## src/rtl/dmx8_32bits_reg.sv

```systemverilog
// dmx8_32bits_reg: 1-to-8 demultiplexer into eight 32-bit holding registers.
// Each channel holds one word until its consumer acks it. The destination is
// either sel or an internal round-robin pointer. A sticky err flags acks
// that arrive at an empty channel.
module dmx8_32bits_reg (
   input  logic        clk,
   input  logic        reset,
   input  logic        in_valid,
   output logic        in_ready,
   input  logic [31:0] d,
   input  logic [2:0]  sel,
   input  logic        rr_en,
   input  logic [7:0]  ack,
   output logic [31:0] y0,
   output logic [31:0] y1,
   output logic [31:0] y2,
   output logic [31:0] y3,
   output logic [31:0] y4,
   output logic [31:0] y5,
   output logic [31:0] y6,
   output logic [31:0] y7,
   output logic [7:0]  vld,
   output logic [2:0]  ptr,
   output logic        err
);

   logic [31:0] y_q [8];
   logic [2:0]  dst;
   logic        accept;
   logic [7:0]  load_mask;

   // Destination select, readiness and one-hot load mask. in_ready depends only
   // on registered vld, so an ack cannot free a channel within the same cycle.
   always_comb begin
      dst       = rr_en ? ptr : sel;
      in_ready  = ~vld[dst];
      accept    = in_valid & in_ready;
      load_mask = '0;
      if (accept) begin
         load_mask[dst] = 1'b1;
      end
   end

   // Data registers: load only the addressed channel; otherwise hold.
   always_ff @(posedge clk) begin
      if (reset) begin
         for (int unsigned i = 0; i < 8; i++) begin
            y_q[i] <= '0;
         end
      end else begin
         for (int unsigned i = 0; i < 8; i++) begin
            if (load_mask[i]) begin
               y_q[i] <= d;
            end
         end
      end
   end

   // Valid flags. An ack clears its own bit. A load sets its bit. A load can
   // only target an empty channel, so the two never conflict on a live word.
   always_ff @(posedge clk) begin
      if (reset) begin
         vld <= '0;
      end else begin
         vld <= (vld & ~ack) | load_mask;
      end
   end

   // Round-robin pointer advances only on words accepted in round-robin mode.
   always_ff @(posedge clk) begin
      if (reset) begin
         ptr <= '0;
      end else if (accept && rr_en) begin
         ptr <= ptr + 3'd1;
      end
   end

   // Sticky error: any ack aimed at a channel that holds no word.
   always_ff @(posedge clk) begin
      if (reset) begin
         err <= 1'b0;
      end else if (|(ack & ~vld)) begin
         err <= 1'b1;
      end
   end

   assign y0 = y_q[0];
   assign y1 = y_q[1];
   assign y2 = y_q[2];
   assign y3 = y_q[3];
   assign y4 = y_q[4];
   assign y5 = y_q[5];
   assign y6 = y_q[6];
   assign y7 = y_q[7];

endmodule

```

## config.mk

```make
export PLATFORM = sky130hd
export DESIGN_NAME = dmx8_32bits_reg
export DESIGN_NICKNAME = d
export VERILOG_FILES = /design/src/rtl/dmx8_32bits_reg.sv
export SDC_FILE = /design/constraint.sdc
export NUM_CORES = 1
export LEC_CHECK = 0
export ABC_AREA = 1
export CORE_ASPECT_RATIO = 1.25
export CORE_MARGIN = 8
export CORE_UTILIZATION = 50
export DETAILED_ROUTE_END_ITERATION = 7
export GPL_TIMING_DRIVEN = 0
export PLACE_DENSITY_LB_ADDON = 0.2
export SETUP_SLACK_MARGIN = 0.2
export SLEW_MARGIN = 20
export SYNTH_ARGS = -nofsm -noshare
export SYNTH_HDL_FRONTEND = slang
export SYNTH_SLANG_ARGS = --single-unit
```

## constraint.sdc

```tcl
create_clock -name clk -period 5.1 [get_ports clk]
set_input_delay 1.275 -clock clk [delete_from_list [all_inputs] [get_ports clk]]
set_output_delay 1.275 -clock clk [all_outputs]
set_load 0.02 [all_outputs]
```

==> results.toml, run 1 <==
[run_status]
status = "finished clean"

[layout]
fin_area_um2 = 14300
syn_to_final_growth_pct = 46.2
final_util_pct = 73.9
nFillCells = 1266
drive_gt1_share_pct = 9.50
finalNonFillerCells = 1298
finalNetCount = 1061

[clock_network]
cts_tree = "done"
clockBufferDepth = 3
path_clk_slew_ns = 0.06
htreeDepth = 1
cts_buffers = 26
root_buffer = "clkbuf_16"
clk_latency_ns = 0.53
cts.repair.resized = 0
cts_sinks = 268
hold_buffers = 0
cts_setup_buffers = 0

[sta]
relSlewSlack_pct = 45.1
worst_pin_slew_ns = 0.821
setup_slack_ns = 0.579
max_clock_freq_mhz = 221
slew_viol_final = 0
fin_tns_setup_ns = 0
setup_viol = 0
fin_crit_sh_pct = 88.6
min_period_ns = 4.52
hold_violations = 0
fin_skew_ns = 0.0217
rsz0062_at_grt = "false"
whs_ns = 0.505

[placed_design]
dp.cells = 1250
place_congestion = 0.804
post-place-ws_ns = 0.591
numPortBuffers = 314
placed_area_um2 = 13400
dpl.hpwl_um = 20600

[flow_run]
maxCapViolCount = 0

[synthesis]
synth_common_cells = "edfxtp_1, nor2_1, nand2_1"
synthTopCellsByArea = "edfxtp_1, nor2_1, nand2_1, dfxtp_1, buf_6"
yosys.cell_count.top_type = "edfxtp_1"
yosys.area.top_type = "edfxtp_1"
async_flop_share_pct = 0
avgSynthCellArea_um2 = 14.7
synthCells = 664
syn-num-nets = 712
synth_top_area_share_pct = 78.7
ys_ff_latch = 268
seq_area_frac_synth_pct = 81.2
synth_area_um2 = 9770
synth_enable_flop_cells = 256
synth_warnings = 0
synth_ff_type = "edfxtp_1"
synth_cell_type_count = 27

[worst_setup_path]
worstPathArrival_ns = 3.25
required_ns = 3.83
cp_cell_sequence = "clkdlybuf4s50_1 -> inv_1 -> nand2_1 -> nand2_1 -> nor2_2 -> nand3_1 -> nand2_1 -> inv_2 -> nand2_4 -> buf_8 -> clkdlybuf4s50_1"
crit_fanout = 10
critPathTopFamily = "buffers and inverters"
cpMostUsedCell = "nand2_1"
critPathBufInv = 5
slowest_stage = "clkdlybuf4s50_1"
crit_path_end_kind = "output port"
critPathKind = "input port to output port"
cp_slowest_stage_delay_ns = 0.62
start_kind = "input port"

[floorplan]
io_pins = 316
coreArea_um2 = 19300
num_rows = 57
dieArea_um2 = 24300
start_util_pct = 50.5
die_h_um = 172
die_w_um = 141

[min_path]
hold_class = "flop to flop"

[global_route]
grtUsageTotal_pct = 22.7
grt_max_degree = 33
overflow = 0
antenna_found_initial = 1
grt_pass1_vias = 6431
grt_first_pass_wirelength_um = 40500

[route]
drt_pass1_iterations = 7
drc = 0
wire_per_inst_um = 21.8
drt-vias-per-instance = 4.95
num_vias = 6430
wl_um = 28300
drtIter0Drc = 433
ant_nets = 0

[pwr]
power_mw = 5.20
p_leak_nw = 5.43
vdd_drop_max_mv = 0.305
power_density_nw_per_um2 = 364
==> report_power, final <==
part           leakage (nW)  switching [mW]  internal, mW
registers              2.75          0.0363          2.55
logic                  2.26           0.421         0.289
clock network         0.419           0.794          1.12
==> state kept, by name (all words and copies together), names as in the netlist <==
name and cells:
err 1, vld 8, ptr 3, y_q 256
==> worst reg2reg max path: cells and delay by family, from the launching register on <==
kind	cells	cell delay, ns
simple gates	8	1.36
buf+inv	4	0.52
flops	1	0.41
==> cell families (layout without fill, tap and decap cells) <==
kind of cell	Yosys count	count (layout)	synth area share [%]
buffers and inverters	77	445	4.38
adders and majority gates	1	1	0.128
other	0	1	0
and+or+nand+nor	306	306	13.6
DFF	268	268	81.2
AOI/OAI and AO/OA	11	11	0.589
xor gates and xnor gates	1	1	0.0897
==> final cells by class <==
cell class,count,area [µm²],share of cell area [%]
diodes,1,2.50,0.0175
repair buffers,321,3310,23.2
well taps,265,332,2.32
flip-flops and latches,268,7930,55.5
clock inverters,15,149,1.04
clock buffers,32,694,4.86
plain buffers,26,234,1.64
multi-input cells,319,1430,10.0
inverters,51,194,1.36
==> layer usage <==
layer / track usage [%] / wire length (µm) / vias up
li1: - / - / 2956
met3: 5.00 / 2210 / 65
met5: 0 / 0 / -
met1: 25.1 / 10200 / 3107
met2: 41.2 / 14700 / 302
met4: 10.9 / 1290 / 0
==> final timing paths <==
path / slack (ns) / to / depth (start not counted) / from
worst max-delay path: 0.58 / in_ready / 11 / sel[2]
worst min register to register: 0.51 / err / 2 / err
worst min-delay path: 0.51 / err / 2 / err
worst max register to register: 2.41 / y_q[0][100] / 12 / ptr[0]
==> cells in the final DEF (no fill, tap or decap), types with 4 or more instances in the layout <==
cell type	netlist	routed
buf_16	0	4
edfxtp_1	256	256
clkinv_2	0	7
nand2_1	77	69
clkinv_1	1	5
nor2_1	196	196
nand4_1	5	5
clkdlybuf4s50_1	0	314
buf_2	4	4
nand4_4	4	4
a21oi_1	9	9
clkbuf_1	5	10
nand3_1	6	6
inv_1	47	47
dfxtp_1	12	12
nand2_2	6	14
clkbuf_16	0	27
buf_6	16	16
No activity file was read; power rests on OpenSTA's default activity.
==> run 2: changes to the inputs <==
- CORE_MARGIN: 8 -> not set
- CORE_UTILIZATION: 50 -> 24
==> results.toml, run 2 (synthesized netlist as in run 1, its figures left out) <==
[run_status]
status = "finished clean"

[layout]
drive_gt1_share_pct = 9.57
multi_input_area_um2 = 1440
largestRegisters = "y_q x256, vld x8, ptr x3"
final_util_pct = 36.5
seqCellArea_um2 = 7930
layout_commonest_cell = "clkdlybuf4s50_1"
largest_register_ffs = 256
nFillCells = 3939
num_antenna_cells = 0
finalNetCount = 1062
largest-register = "y_q"
final_cell_mix = "clkdlybuf4s50_1, edfxtp_1, nor2_1"
syn_to_final_growth_pct = 49.8

[global_route]
grt_pass1_vias = 6456
grt_first_pass_wirelength_um = 43700
antenna_found_initial = 1
grt_max_degree = 33
overflow = 0
grtUsageTotal_pct = 14.7

[sta]
fin_tns_setup_ns = 0
relSlewSlack_pct = 44.3
max_clock_freq_mhz = 223
fin_skew_ns = 0.00710
slew_viol_final = 0
rsz0062_at_grt = "false"
fin_crit_sh_pct = 88.1
whs_ns = 0.492
hold_violations = 0
setup_viol = 0
min_period_ns = 4.49
worst_pin_slew_ns = 0.835

[min_path]
hold_depth = 2
hold_class = "flop to flop"
worstHoldStart = "err"

[clock_network]
root_buffer = "clkbuf_16"
clk_latency_ns = 0.55
cts_tree = "done"
path_clk_slew_ns = 0.06
clockBufferDepth = 3
cts_buffers = 28
cts.repair.resized = 0
cts_sinks = 268
cts_setup_buffers = 0
hold_buffers = 0
htreeDepth = 1

[route]
drtIter0Drc = 318
drt_pass1_iterations = 4
ant_nets = 0
wire_per_inst_um = 19.6
drt-vias-per-instance = 3.97
wl_um = 31100
drc = 0
num_vias = 6270

[worst_setup_path]
start_kind = "input port"
crit_start = "sel[2]"
worstPathArrival_ns = 3.22
reg2reg_from = "ptr[2]"
required_ns = 3.83
crit_fanout = 10
reg2reg_depth = 13
critPathKind = "input port to output port"
crit_path_end_kind = "output port"

[floorplan]
start_util_pct = 24.3
die_w_um = 182
coreArea_um2 = 40100
dieArea_um2 = 41500
io_pins = 316
num_rows = 82
die_h_um = 228

[pwr]
vdd_drop_max_mv = 0.223
p_leak_nw = 5.42
power_density_nw_per_um2 = 356

[flow_run]
maxCapViolCount = 0

[placed_design]
numPortBuffers = 314
place_congestion = 0.752
dpl.hpwl_um = 22000
-- run 2: changes by cell type in the layout (fill, tap and decap cells not counted), moves of 2 or more --
cell        previous run  this run
nand2_2               14        12
bufinv_16              3         1
clkinvlp_4             0         2
nand2_4                2         4
buf_12                 3         0
buf_16                 4         6
-- run 2: area by class of cell --
| type | instances | share of cell area, % |
|---|---|---|
| sequential | 268 | 54.2 |
| timing repair buffer | 320 | 22.6 |
| multi-input combinational | 319 | 9.85 |
| clock buffer | 34 | 4.94 |
| tap | 546 | 4.67 |
| buffer | 26 | 1.60 |
| inverter | 51 | 1.33 |
| clock inverter | 17 | 0.846 |
-- run 2: metrics by stage --
| step | instances | worst slack [ns] | power (mW) | cell area, µm² |
|---|---|---|---|---|
| 2_1_floorplan | 664 | 1.54 | 2.95 | 9770 |
| 3_3_place_gp | 1524 | 0.137 | 3.34 | 13600 |
| 3_5_place_dp | 1530 | 0.599 | 3.37 | 13800 |
| 4_1_cts | 1581 | 0.589 | 5.30 | 14600 |
| 5_1_grt | 1581 | 0.467 | 5.41 | 14600 |
| 6_report | 1581 | 0.608 | 5.22 | 14600 |
-- run 2: report_power, final --
| group | internal [mW] | switching (mW) |
|---|---|---|
| clock network | 1.06 | 0.857 |
| registers | 2.55 | 0.0372 |
| logic | 0.289 | 0.426 |
-- run 2: worst max-delay path, stage by stage --
cell	delay, ns
clkdlybuf4s50_1	0.50
inv_1	0.05
nand2_1	0.05
nand2_1	0.10
nor2_2	0.18
nand3_1	0.09
nand2_1	0.09
inv_2	0.05
nand2_4	0.07
buf_8	0.15
clkdlybuf4s50_1	0.62
-- run 2: path summary, 6_finish.rpt --
path,slack [ns],end
min reg2reg,0.49,err
max,0.61,in_ready
min,0.49,err
max reg2reg,2.25,y_q[0][39]
-- run 2: metal layers --
layer	wire length (µm)	part of all wire (%)	vias up	track usage (%)
met1	12100	39	3053	17.0
li1	-	-	2948	-
met3	2280	7.3	40	4.03
met4	665	2.1	2	4.42
met2	16000	51	227	26.4
met5	11	0.035	-	0
==> run 3: changes to the inputs <==
- clock period: 5.1 -> 4.71 ns (I/O delays scaled with it)
==> results of run 3 <==
The final DEF is identical to that of run 2. Status: finished clean.
Among the figures that moved: setup slack after placement 0.599 ns -> 0.404 ns; setup slack after layout 0.608 ns -> 0.413 ns; register-to-register setup slack 2.25 ns -> 1.86 ns; total power 5.22 mW -> 5.65 mW; worst IR drop on VDD 0.223 mV -> 0.241 mV
